**src/rtl/alu_sequencer.sv**
```systemverilog
// Multi-cycle sequencer around the 4-bit ALU function set.
// Single-cycle logic/add/sub/shift; iterative shift-add MUL and restoring DIV.
module alu_sequencer #(
  parameter int WIDTH = 4
) (
  input  logic               clock,
  input  logic               reset,
  input  logic               cmd_valid,
  output logic               cmd_ready,
  input  logic [3:0]         opcode,
  input  logic [WIDTH-1:0]   a,
  input  logic [WIDTH-1:0]   b,
  input  logic               carry_in,
  output logic               res_valid,
  input  logic               res_ready,
  output logic [2*WIDTH-1:0] result,
  output logic               carry_out,
  output logic               div_zero,
  output logic               illegal_op,
  output logic               busy
);

  localparam int CW = (WIDTH > 1) ? $clog2(WIDTH) : 1;

  localparam logic [3:0] OP_AND  = 4'd0;
  localparam logic [3:0] OP_NAND = 4'd1;
  localparam logic [3:0] OP_OR   = 4'd2;
  localparam logic [3:0] OP_NOR  = 4'd3;
  localparam logic [3:0] OP_XOR  = 4'd4;
  localparam logic [3:0] OP_XNOR = 4'd5;
  localparam logic [3:0] OP_NOT  = 4'd6;
  localparam logic [3:0] OP_ADD  = 4'd7;
  localparam logic [3:0] OP_SUB  = 4'd8;
  localparam logic [3:0] OP_MUL  = 4'd9;
  localparam logic [3:0] OP_DIV  = 4'd10;
  localparam logic [3:0] OP_SHL  = 4'd11;
  localparam logic [3:0] OP_SHR  = 4'd12;

  typedef enum logic [1:0] {
    S_IDLE = 2'd0,
    S_EXEC = 2'd1,
    S_DONE = 2'd2
  } state_e;

  state_e             state_q, state_d;
  logic [3:0]         op_q, op_d;
  logic [WIDTH-1:0]   a_q, a_d;
  logic [WIDTH-1:0]   b_q, b_d;
  logic               cin_q, cin_d;
  logic [CW-1:0]      cnt_q, cnt_d;
  logic [2*WIDTH-1:0] acc_q, acc_d;
  logic [2*WIDTH-1:0] res_q, res_d;
  logic               co_q, co_d;
  logic               dz_q, dz_d;
  logic               il_q, il_d;

  logic [2*WIDTH-1:0] alu_res;
  logic               alu_co;
  logic               alu_dz;
  logic               alu_il;
  logic [WIDTH:0]     add_s;
  logic [WIDTH:0]     sub_s;
  logic [WIDTH:0]     mul_s;
  logic [WIDTH:0]     div_r;
  logic [WIDTH:0]     div_n;
  logic               div_ge;
  logic [2*WIDTH-1:0] mul_acc;
  logic [2*WIDTH-1:0] div_acc;
  logic               multi;

  always_comb begin
    alu_res = '0;
    alu_co  = 1'b0;
    alu_dz  = 1'b0;
    alu_il  = 1'b0;
    add_s   = {1'b0, a_q} + {1'b0, b_q} + {{WIDTH{1'b0}}, cin_q};
    sub_s   = {1'b0, a_q} - {1'b0, b_q};
    unique case (op_q)
      OP_AND:  alu_res = {{WIDTH{1'b0}}, a_q & b_q};
      OP_NAND: alu_res = {{WIDTH{1'b0}}, ~(a_q & b_q)};
      OP_OR:   alu_res = {{WIDTH{1'b0}}, a_q | b_q};
      OP_NOR:  alu_res = {{WIDTH{1'b0}}, ~(a_q | b_q)};
      OP_XOR:  alu_res = {{WIDTH{1'b0}}, a_q ^ b_q};
      OP_XNOR: alu_res = {{WIDTH{1'b0}}, ~(a_q ^ b_q)};
      OP_NOT:  alu_res = {{WIDTH{1'b0}}, ~a_q};
      OP_ADD: begin
        alu_res = {{WIDTH{1'b0}}, add_s[WIDTH-1:0]};
        alu_co  = add_s[WIDTH];
      end
      OP_SUB: begin
        alu_res = {{WIDTH{1'b0}}, sub_s[WIDTH-1:0]};
        alu_co  = (a_q >= b_q);
      end
      OP_SHL: begin
        alu_res = {{WIDTH{1'b0}}, a_q[WIDTH-2:0], 1'b0};
        alu_co  = a_q[WIDTH-1];
      end
      OP_SHR: begin
        alu_res = {{WIDTH{1'b0}}, 1'b0, a_q[WIDTH-1:1]};
        alu_co  = a_q[0];
      end
      // Only reached on the single-cycle path, i.e. b == 0.
      OP_DIV: begin
        alu_res = {a_q, {WIDTH{1'b1}}};
        alu_dz  = 1'b1;
      end
      OP_MUL:  alu_res = '0;
      default: alu_il = 1'b1;
    endcase
  end

  // Product register {hi, lo}: lo starts as b and is consumed LSB first.
  always_comb begin
    mul_s   = {1'b0, acc_q[2*WIDTH-1:WIDTH]}
            + {1'b0, (acc_q[0] ? a_q : {WIDTH{1'b0}})};
    mul_acc = {mul_s, acc_q[WIDTH-1:1]};
  end

  // Division register {rem, quo}: quo starts as a, shifted out MSB first.
  always_comb begin
    div_r   = {acc_q[2*WIDTH-1:WIDTH], acc_q[WIDTH-1]};
    div_ge  = (div_r >= {1'b0, b_q});
    div_n   = div_ge ? (div_r - {1'b0, b_q}) : div_r;
    div_acc = {div_n[WIDTH-1:0], acc_q[WIDTH-2:0], div_ge};
  end

  assign multi = (op_q == OP_MUL) || ((op_q == OP_DIV) && (b_q != '0));

  always_comb begin
    state_d = state_q;
    op_d    = op_q;
    a_d     = a_q;
    b_d     = b_q;
    cin_d   = cin_q;
    cnt_d   = cnt_q;
    acc_d   = acc_q;
    res_d   = res_q;
    co_d    = co_q;
    dz_d    = dz_q;
    il_d    = il_q;
    unique case (state_q)
      S_IDLE: begin
        if (cmd_valid) begin
          op_d    = opcode;
          a_d     = a;
          b_d     = b;
          cin_d   = carry_in;
          cnt_d   = CW'(WIDTH - 1);
          acc_d   = {{WIDTH{1'b0}}, (opcode == OP_DIV) ? a : b};
          res_d   = '0;
          co_d    = 1'b0;
          dz_d    = 1'b0;
          il_d    = 1'b0;
          state_d = S_EXEC;
        end
      end
      S_EXEC: begin
        if (multi) begin
          acc_d = (op_q == OP_MUL) ? mul_acc : div_acc;
          if (cnt_q == '0) begin
            res_d   = acc_d;
            state_d = S_DONE;
          end else begin
            cnt_d = cnt_q - CW'(1);
          end
        end else begin
          res_d   = alu_res;
          co_d    = alu_co;
          dz_d    = alu_dz;
          il_d    = alu_il;
          state_d = S_DONE;
        end
      end
      S_DONE: begin
        if (res_ready) state_d = S_IDLE;
      end
      default: state_d = S_IDLE;
    endcase
  end

  always_ff @(posedge clock) begin
    if (!reset) begin
      state_q <= S_IDLE;
      op_q    <= '0;
      a_q     <= '0;
      b_q     <= '0;
      cin_q   <= 1'b0;
      cnt_q   <= '0;
      acc_q   <= '0;
      res_q   <= '0;
      co_q    <= 1'b0;
      dz_q    <= 1'b0;
      il_q    <= 1'b0;
    end else begin
      state_q <= state_d;
      op_q    <= op_d;
      a_q     <= a_d;
      b_q     <= b_d;
      cin_q   <= cin_d;
      cnt_q   <= cnt_d;
      acc_q   <= acc_d;
      res_q   <= res_d;
      co_q    <= co_d;
      dz_q    <= dz_d;
      il_q    <= il_d;
    end
  end

  assign cmd_ready  = (state_q == S_IDLE);
  assign res_valid  = (state_q == S_DONE);
  assign busy       = (state_q != S_IDLE);
  assign result     = res_q;
  assign carry_out  = co_q;
  assign div_zero   = dz_q;
  assign illegal_op = il_q;

endmodule

```
**config.mk**
```make
export PLATFORM = sky130hd
export DESIGN_NAME = alu_sequencer
export DESIGN_NICKNAME = d
export VERILOG_FILES = /design/src/rtl/alu_sequencer.sv
export SDC_FILE = /design/constraint.sdc
export NUM_CORES = 1
export LEC_CHECK = 0
export CELL_PAD_IN_SITES_DETAIL_PLACEMENT = 0
export CELL_PAD_IN_SITES_GLOBAL_PLACEMENT = 1
export CORE_MARGIN = 2
export CORE_UTILIZATION = 42
export DETAILED_ROUTE_END_ITERATION = 7
export PLACE_DENSITY_LB_ADDON = 0.1
export SYNTH_ARGS = -nofsm -noshare
export SYNTH_HDL_FRONTEND = slang
export SYNTH_SLANG_ARGS = --single-unit
```
**constraint.sdc**
```tcl
create_clock -name clock -period 2.45 [get_ports clock]
set_input_delay 0.49 -clock clock [delete_from_list [all_inputs] [get_ports clock]]
set_output_delay 0.49 -clock clock [all_outputs]
set_load 0.05 [all_outputs]
```
Word-level counts from Yosys, hierarchy flattened
Cells that the tools add are included.

cells by class
  bitwise operators = 7
  reductions and logical operators = 15
  $lt $le $gt $ge = 2
  muxes and demuxes = 31
  $add $sub $neg = 6
  equality and inequality tests = 21

operators by type and width
  cell                number
  $pmux 8 s12         1
  $mux 8              6
  $pmux 8 s2          2
  $eq 4x4->1 const B  6
  $eq 4x3->1 const B  4
  $not 4->4           4
  $mux 2              7
  $reduce_or 13->1    1
  $mux 4              3
  $reduce_and 3->1    4
  $add 4x4->5         2
  $eq 4x2->1 const B  2
  $ne 2x2->1 const B  4
  $sub 4x4->4         2
  $mux 1              6
  $pmux 1 s2          3
  $pmux 2 s3          1
  $add 5x1->5         1
  $ge 5x4->1          1
  $and 4x4->4         1
  $eq 4x1->1 const B  1
  $ge 4x4->1          1
  $logic_not 2->1     2
  $logic_not 4->1     1
  15 further kinds    16

storage, ports and cells
  output and inout port bits = 14
  register bits = 36

Longest topological paths before layout
  word-level depth = 6
  depth in mapped cells = 9
  depth with buffers taken out = 9

Worst setup path before layout
No wires, ideal clock.

  path type = flip-flop to flip-flop
  start = reg b_q[1]
  end = reg res_q[4], in the netlist result[4]
  clock period less this slack = 2.204 ns
  setup slack = 0.246 ns
  data arrival time = 2.137 ns
  stages on the path, launching flop included = 8
  setup time = 0.067 ns
  cell sequence = dfxtp_1 inv_1 ha_1 a2111oi_4 nor2_1 mux2_2 a2111o_1 a21oi_2

on the way
  longest elaborated chain between the ends = 6
  elaborated cells on any way between the ends = 11
  classes of those cells = order compare (1); eq/ne (1); mux (5); reduce/logical (4)

RTL lines
  item                      line  RTL
  start: declaration        48    logic [WIDTH-1:0] b_q, b_d;
  start signal: assignment  186   b_q <= '0;
  start signal: assignment  198   b_q <= b_d;
  $ge 5x4->1                122   div_ge = (div_r >= {1'b0, b_q});
  $mux 4                    123   div_n = div_ge ? (div_r - {1'b0, b_q}) : div_r;
  $mux 8                    159   acc_d = (op_q == OP_MUL) ? mul_acc : div_acc;
  $mux 8                    160   if (cnt_q == '0) begin
  $mux 8                    158   if (multi) begin
  $pmux 8 s2                141   unique case (state_q)
  end signal: assignment    202   res_q <= res_d;
  end: declaration          52    logic [2*WIDTH-1:0] res_q, res_d;

Parallel ways exist; a longest one is shown, timed or not. The select of a mux whose other input is x is not followed.
A chain may end at the register's enable or synchronous reset.

Worst setup path in the final report
  start = reg b_q[3]
  end = reg res_q[4], in the netlist result[4]

The elaborated chain is that of the path after synthesis.

==> impl_metrics.py <==
metrics = {
    "outcome": {
        "outcome": "finished clean",
    },
    "grt": {
        "grt_pass1_vias": 2854,
        "grtUsageMet2_pct": 37.53,
        "grtUsageMet3_pct": 3.676,
        "antenna_found_initial": 0,
        "gr-total-overflow": 0,
        "globalRouteMet1Util_pct": 39.00,
        "grt_max_degree": 26,
        "track_usage_pct": 25.41,
        "grt_most_used_layer": "met1",
        "grt_pass1_wl_um": 15190,
    },
    "clock_tree": {
        "cts.sinks": 36,
        "clock_path_buffers": 2,
        "postCtsSetupBuffers": 0,
        "numCtsBuffers": 5,
        "cts_root_buffer": "clkbuf_8",
        "clk_latency_ns": 0.29,
        "clkTransAtPathRegs_ns": 0.08,
        "ctsHtreeMaxLevel": 2,
        "cts_tree": "done",
    },
    "die": {
        "start_util_pct": 43.63,
        "die_y_um": 88.01,
        "chipWidth_um": 88.01,
        "core-area_mm2": 0.006794,
        "rows": 30,
        "design.die.area_mm2": 0.007746,
        "num_io_pins": 31,
    },
    "setup_path": {
        "worstPathArrival_ns": 2.53,
        "r2r_setup_slack_ns": 0.15,
        "worstPathRequired_ns": 2.68,
        "critPathKind": "reg2reg",
        "rr_worst_depth": 8,
        "start_kind": "register",
        "crit_fanout": 4,
        "reg2reg_to": "result[4]",
        "r2r_start": "b_q[3]",
        "endpoint_kind": "register",
    },
    "run": {
        "drv_cap": 0,
    },
    "synthesis": {
        "synth-edff-count": 0,
        "synth_top_area_share_pct": 24.31,
        "syn_avg_cell_area_um2": 7.600,
        "yosysSeqAreaShare_pct": 24.31,
        "synth-seq-cells": 36,
        "async_reset_ff_share_pct": 0,
        "synthMostInstantiatedCell": "nand2_1",
        "synth_top_cell_by_area": "dfxtp_1",
        "syn-num-nets": 434,
        "ys.flop_type": "dfxtp_1",
        "syn_area_mm2": 0.002964,
        "synthCells": 390,
        "yosys_warnings": 0,
        "yosysUniqueCellTypes": 60,
        "yosys-top-cells-count": "nand2_1, a21oi_1, dfxtp_1",
        "synth_area_leaders": "dfxtp_1, ha_1, a21oi_1, nand2_1, o21ai_0",
    },
    "timing": {
        "fmax_mhz": 435.3,
        "slew_violations": 0,
        "setup_slack_ns": 0.1525,
        "min_period_ns": 2.298,
        "grt_setup_unrepaired": "no",
        "finalHoldViolations": 0,
        "slew_headroom_pct": 50.40,
        "period_share_pct": 93.78,
        "skew_ns": 0.005973,
        "setup_violations": 0,
        "fin_setup_tns_ns": 0,
        "worst_slew_pin_slew_ns": 0.7362,
    },
    "final_layout": {
        "nets": 473,
        "multi_input_area_mm2": 0.002059,
        "ff_latch_area_um2": 724.4,
        "nFillCells": 679,
        "drive_above_1_share_pct": 12.79,
        "antenna_cells": 0,
        "postLayoutCellArea_mm2": 0.003580,
        "syn_to_final_growth_pct": 20.77,
    },
    "min_path": {
        "hold_path.class": "reg2reg",
        "min_to": "result[0]",
        "worstHoldStart": "result[0]",
        "hold_path_depth": 2,
    },
    "power_and_ir_drop": {
        "power.density_mw_per_mm2": 461.1,
        "ir_worst_vdd_uv": 295.7,
        "power_leakage_nw": 1.374,
    },
    "place": {
        "io_buffers": 30,
        "place_congestion": 0.8702,
        "placed_cell_area_mm2": 0.003477,
        "dp_hpwl_um": 6954,
        "place_ws_ns": 0.1108,
    },
    "route": {
        "antenna_left": 0,
        "wl_per_cell_um": 17.62,
        "dr.pass1.iters": 5,
        "via_count": 3024,
        "drt-initial-drc-count": 265,
        "totalWireLength_um": 9268,
        "post-route-drc-count": 0,
        "viasPerCell": 5.749,
    },
}
cells in the final DEF (no fill, tap or decap), drive strengths merged, types with 3 or more instances in the layout:
cell	instances
a2111oi	3
a211oi	6
a21o	5
a21oi	46
a311oi	3
a32oi	3
and2	7
buf	27
clkbuf	7
clkdlybuf4s50	30
dfxtp	36
fa	5
ha	22
inv	21
mux2	3
mux2i	8
nand2	56
nand2b	6
nand3	13
nand3b	3
nor2	24
nor2b	9
nor3	11
o21ai	25
o22ai	4
o31ai	3
o41ai	3
or2	3
xnor2	6
layer usage:
metal  vias up  share of wire, %
li1       1469                 -
met1      1433                49
met2       110                43
met3        12               6.1
met4         0               1.4
met5         -                 0
worst max-delay path: stages, from the launching register on:
cell	delay (ns)
dfxtp_1	0.34
inv_1	0.10
ha_1	0.22
or2_2	0.33
a2111oi_4	0.37
nor2_2	0.11
mux2_2	0.29
a2111o_1	0.38
a21oi_2	0.11
flip-flops by register name, indices dropped and copies added (netlist names):
name        flops
carry_out       1
result          8
state_q         2
op_q            4
illegal_op      1
b_q             4
cin_q           1
acc_q           8
cnt_q           2
div_zero        1
a_q             4
worst max-delay path by stage:
stage	from	cells after the start	endpoint	slack [ns]
global route	b_q[3]	8	result[4]	0.04
CTS	b_q[0]	7	result[4]	0.11
detailed placement	b_q[0]	7	result[4]	0.11
floorplan	b_q[1]	7	result[4]	0.25
global placement	b_q[2]	8	result[4]	0.13
finish	b_q[3]	8	result[4]	0.15
power breakdown:
part           switching [mW]  internal [mW]
Combinational           0.323          0.218
Clock                   0.234          0.229
Sequential             0.0316          0.615
Total                   0.589           1.06
metrics by stage:
step / power [mW] / hold WS [ns] / instances / utilization, %
after floorplan: 1.010 / 0.4415 / 390 / -
after global placement: 1.191 / 0.4466 / 518 / 51.18
after detailed placement: 1.187 / 0.4509 / 518 / 51.18
after CTS: 1.652 / 0.4713 / 526 / 52.56
after global routing: 1.751 / 0.4928 / 526 / 52.69
final: 1.651 / 0.4666 / 526 / 52.69
final cells by class:
cell class | count | area share, %
inverter | 21 | 2.202
multi-input combinational | 308 | 57.53
timing repair buffer | 57 | 14.05
clock inverter | 1 | 0.2097
tap | 96 | 3.355
clock buffer | 7 | 2.412
sequential | 36 | 20.24
cells by family (layout without fill, tap and decap cells):
group	count (synthesis)	count (layout)	share of synthesized area, %
buffers and inverters	46	86	6.374
adder cells (fa/ha/maj)	27	27	12.66
AO/OA/AOI/OAI	123	123	27.78
AND/OR/NAND/NOR	140	140	22.96
XOR/XNOR	7	7	2.068
flip-flops	36	36	24.31
multiplexers	11	11	3.841
timing repair:
action / 4_1_cts / 5_1_grt
gates resized for setup: 0 / 5
setup endpoints to repair: 0 / 3
hold buffers: 0 / 0
Note: power is estimated with default switching activity, not from simulation.
==> edit, RTL diff (config.mk and constraints unchanged) <==
The parameter `WIDTH` goes from 4 to 8.
--- a/src/rtl/alu_sequencer.sv
+++ b/src/rtl/alu_sequencer.sv
@@ -1,7 +1,7 @@
 // Multi-cycle sequencer around the 4-bit ALU function set.
 // Single-cycle logic/add/sub/shift; iterative shift-add MUL and restoring DIV.
 module alu_sequencer #(
-  parameter int WIDTH = 4
+  parameter int WIDTH = 8
 ) (
   input  logic               clock,
   input  logic               reset,
Ports: changed (resized a, b and result); port bits go from 31 to 47. No check against the original RTL was run, so the function may have changed too.
==> edit against the unedited design <==
Wire length rose by 130%. Area after synthesis rose by 91%. Total power rose by 130%. First-iteration DRC count rose by 69%. Sequential share of layout area fell by 3.3 points. Sequential cell count rose by 25. Cell area rose by 100%. Maximum frequency fell by 3.2%. Worst setup slack got worse by 77 ps. Sequential power rose by 68%. Highest routed layer unchanged. Critical path depth rose by 1.
==> edit: results (changes against the unedited design) <==
Critical path
  • Worst setup path endpoint: result[5]
  • CP max stage delay: 430 ps (+50 ps)
  • Critical path data arrival time: 2610 ps (+80 ps)
  • CP top delay family: compound AO/OA/AOI/OAI gates
  • Reg2Reg Depth: 9 (+1)
  • CP max stage cell: fa_1
  • Crit Path Max Fanout: 2 (-2)
  • R2R setup slack: 80 ps (-80 ps)
  • Crit path from: cin_q

Placed design
  • Post-placement cell count: 1000 (+93%)
  • Port bufs: 46 (+53%)
  • Final GP Congestion: 0.999 (+15%)
  • Post-DP HPWL: 16700 µm (+140%)

Logic synthesis
  • Mapped Avg Cell Area: 7.59 µm² (-0.16%)
  • Register area share after synthesis: 21.6% (-2.7 points)
  • FFs w/ async S/R, synth: 0% (unchanged)
  • Syn Nets: 821 (+89%)
  • Synth top cells by count: 115 x nand2_1, 61 x dfxtp_1, 46 x ha_1
  • Top post-synthesis cells by area: dfxtp_1 22%, ha_1 10%, nand2_1 7.6%, mux2i_1 4.4%, a21boi_0 4.4%
  • Distinct cell type count of the synthesized netlist: 76 (+27%)

Worst hold path
  • Type of the worst min-delay path: reg -> reg
  • Hold Startpoint: result[0]

Cells and area
  • Share of cells above drive strength 1: 15.7% (+2.9 points)
  • Antenna Diode Count: 0 (unchanged)
  • Fillers: 1353 (+99%)
  • Nets: 914 (+93%)

Global routing
  • Grt met3 use: 6.32% (+2.6 points)
  • Initial antenna violation count: 0 (unchanged)
  • GRT Resource Usage Total: 30.0% (+4.6 points)
  • Met1 Track Usage GR: 43.2% (+4.2 points)
  • Vias in the first global route: 5839 (+100%)
  • Met2 Usage GRT: 43.4% (+5.9 points)
  • Largest net degree at the start of global routing: 43 (+65%)
  • First-pass GRT wire length: 33000 µm (+120%)

Clock network
  • Clock slew at reported path FFs: 60 ps (-20 ps)
  • Root Buffer: clkbuf_16
  • Num CTS Buffers: 9 (+4)
  • Clock Latency Late Sink: 340 ps (+50 ps)
  • H-tree Lvls: 3 (+1)

Drt
  • Vias: 6135 (+100%)
  • Max layer used: met4
  • Metal2 WL: 8960 µm (+120%)
  • Met1 WL: 10100 µm (+120%)
  • Vias per inst: 6.02 (+4.7%)
  • Drt wl/cell: 21.0 µm (+19%)
  • Met3 WL post-DR: 1580 µm (+180%)
  • Iter 0 DRT Violations: 449 (+69%)

Outcome
  • Status: complete, no violations

Power
  • Pleak: 0.00286 µW (+110%)
  • Clk pwr share: 37.3% (+9.2 points)
  • Sw frac: 34.3% (-1.4 points)
  • Seq pwr share: 29.2% (-10 points)
  • Cell internal pwr: 2460 µW (+130%)
  • Peak supply drop: 0.321 mV (+8.5%)

STA
  • Worst slew pin tran: 527 ps (-210 ps)
  • Clock Skew: 7.38 ps (+1.40 ps)
==> edit: changes by cell type after synthesis, sizes merged, moves of 11 or more <==
cell | unedited run | this run
clkbuf | 15 | 26
nand3 | 13 | 41
inv | 21 | 38
dfxtp | 36 | 61
ha | 22 | 46
a21boi | 0 | 35
mux2i | 8 | 25
o21ai | 25 | 39
nand2 | 56 | 115
buf | 10 | 26
==> edit: worst min-delay path by stage <==
stage	to	slack (ps)	depth (start not counted)
after floorplan	acc_q[2]	450	2
after CTS	result[0]	440	2
after global routing	result[11]	490	2
after global placement	result[0]	430	2
after detailed placement	result[0]	430	2
final	result[0]	440	2
==> edit: logic make-up (layout without fill, tap and decap cells) <==
logic type               after synthesis  count (layout)  share of synthesized area, %
AND/OR/NAND/NOR                      267             267                          23.2
AO/OA/AOI/OAI                        238             238                          29.9
buffers and inverters                 90             188                          6.82
flip-flops                            61              61                          21.6
adder cells (fa/ha/maj)               51              51                          12.0
multiplexers                          27              27                          4.83
XOR/XNOR                              11              11                          1.70
==> edit: area by class of cell <==
cell class                      count  area share (%)
Multi-Input combinational cell    594            57.5
Clock inverter                      5            1.16
Inverter                           38            1.98
Clock buffer                       11            3.23
Sequential cell                    61            17.0
Timing Repair Buffer              134            16.1
Tap cell                          176            3.06
==> edit: metrics by stage <==
stage / worst slack [ps] / cell area (µm²) / util, %
final: 75.4 / 7200 / 54.6
after global routing: -9.23 / 7200 / 54.6
after global placement: -19.8 / 6790 / 51.5
after detailed placement: -42.4 / 6790 / 51.5
after floorplan: 186 / 5650 / -
after CTS: 21.4 / 7120 / 53.9
==> edit: timing repair <==
| item | 4_1_cts | 5_1_grt |
|---|---|---|
| hold buffers | 0 | 0 |
| setup endpoints to repair | 3 | 18 |
| resized for setup | 2 | 18 |
| pin swaps | 1 | 6 |
| buffers inserted | 0 | 3 |
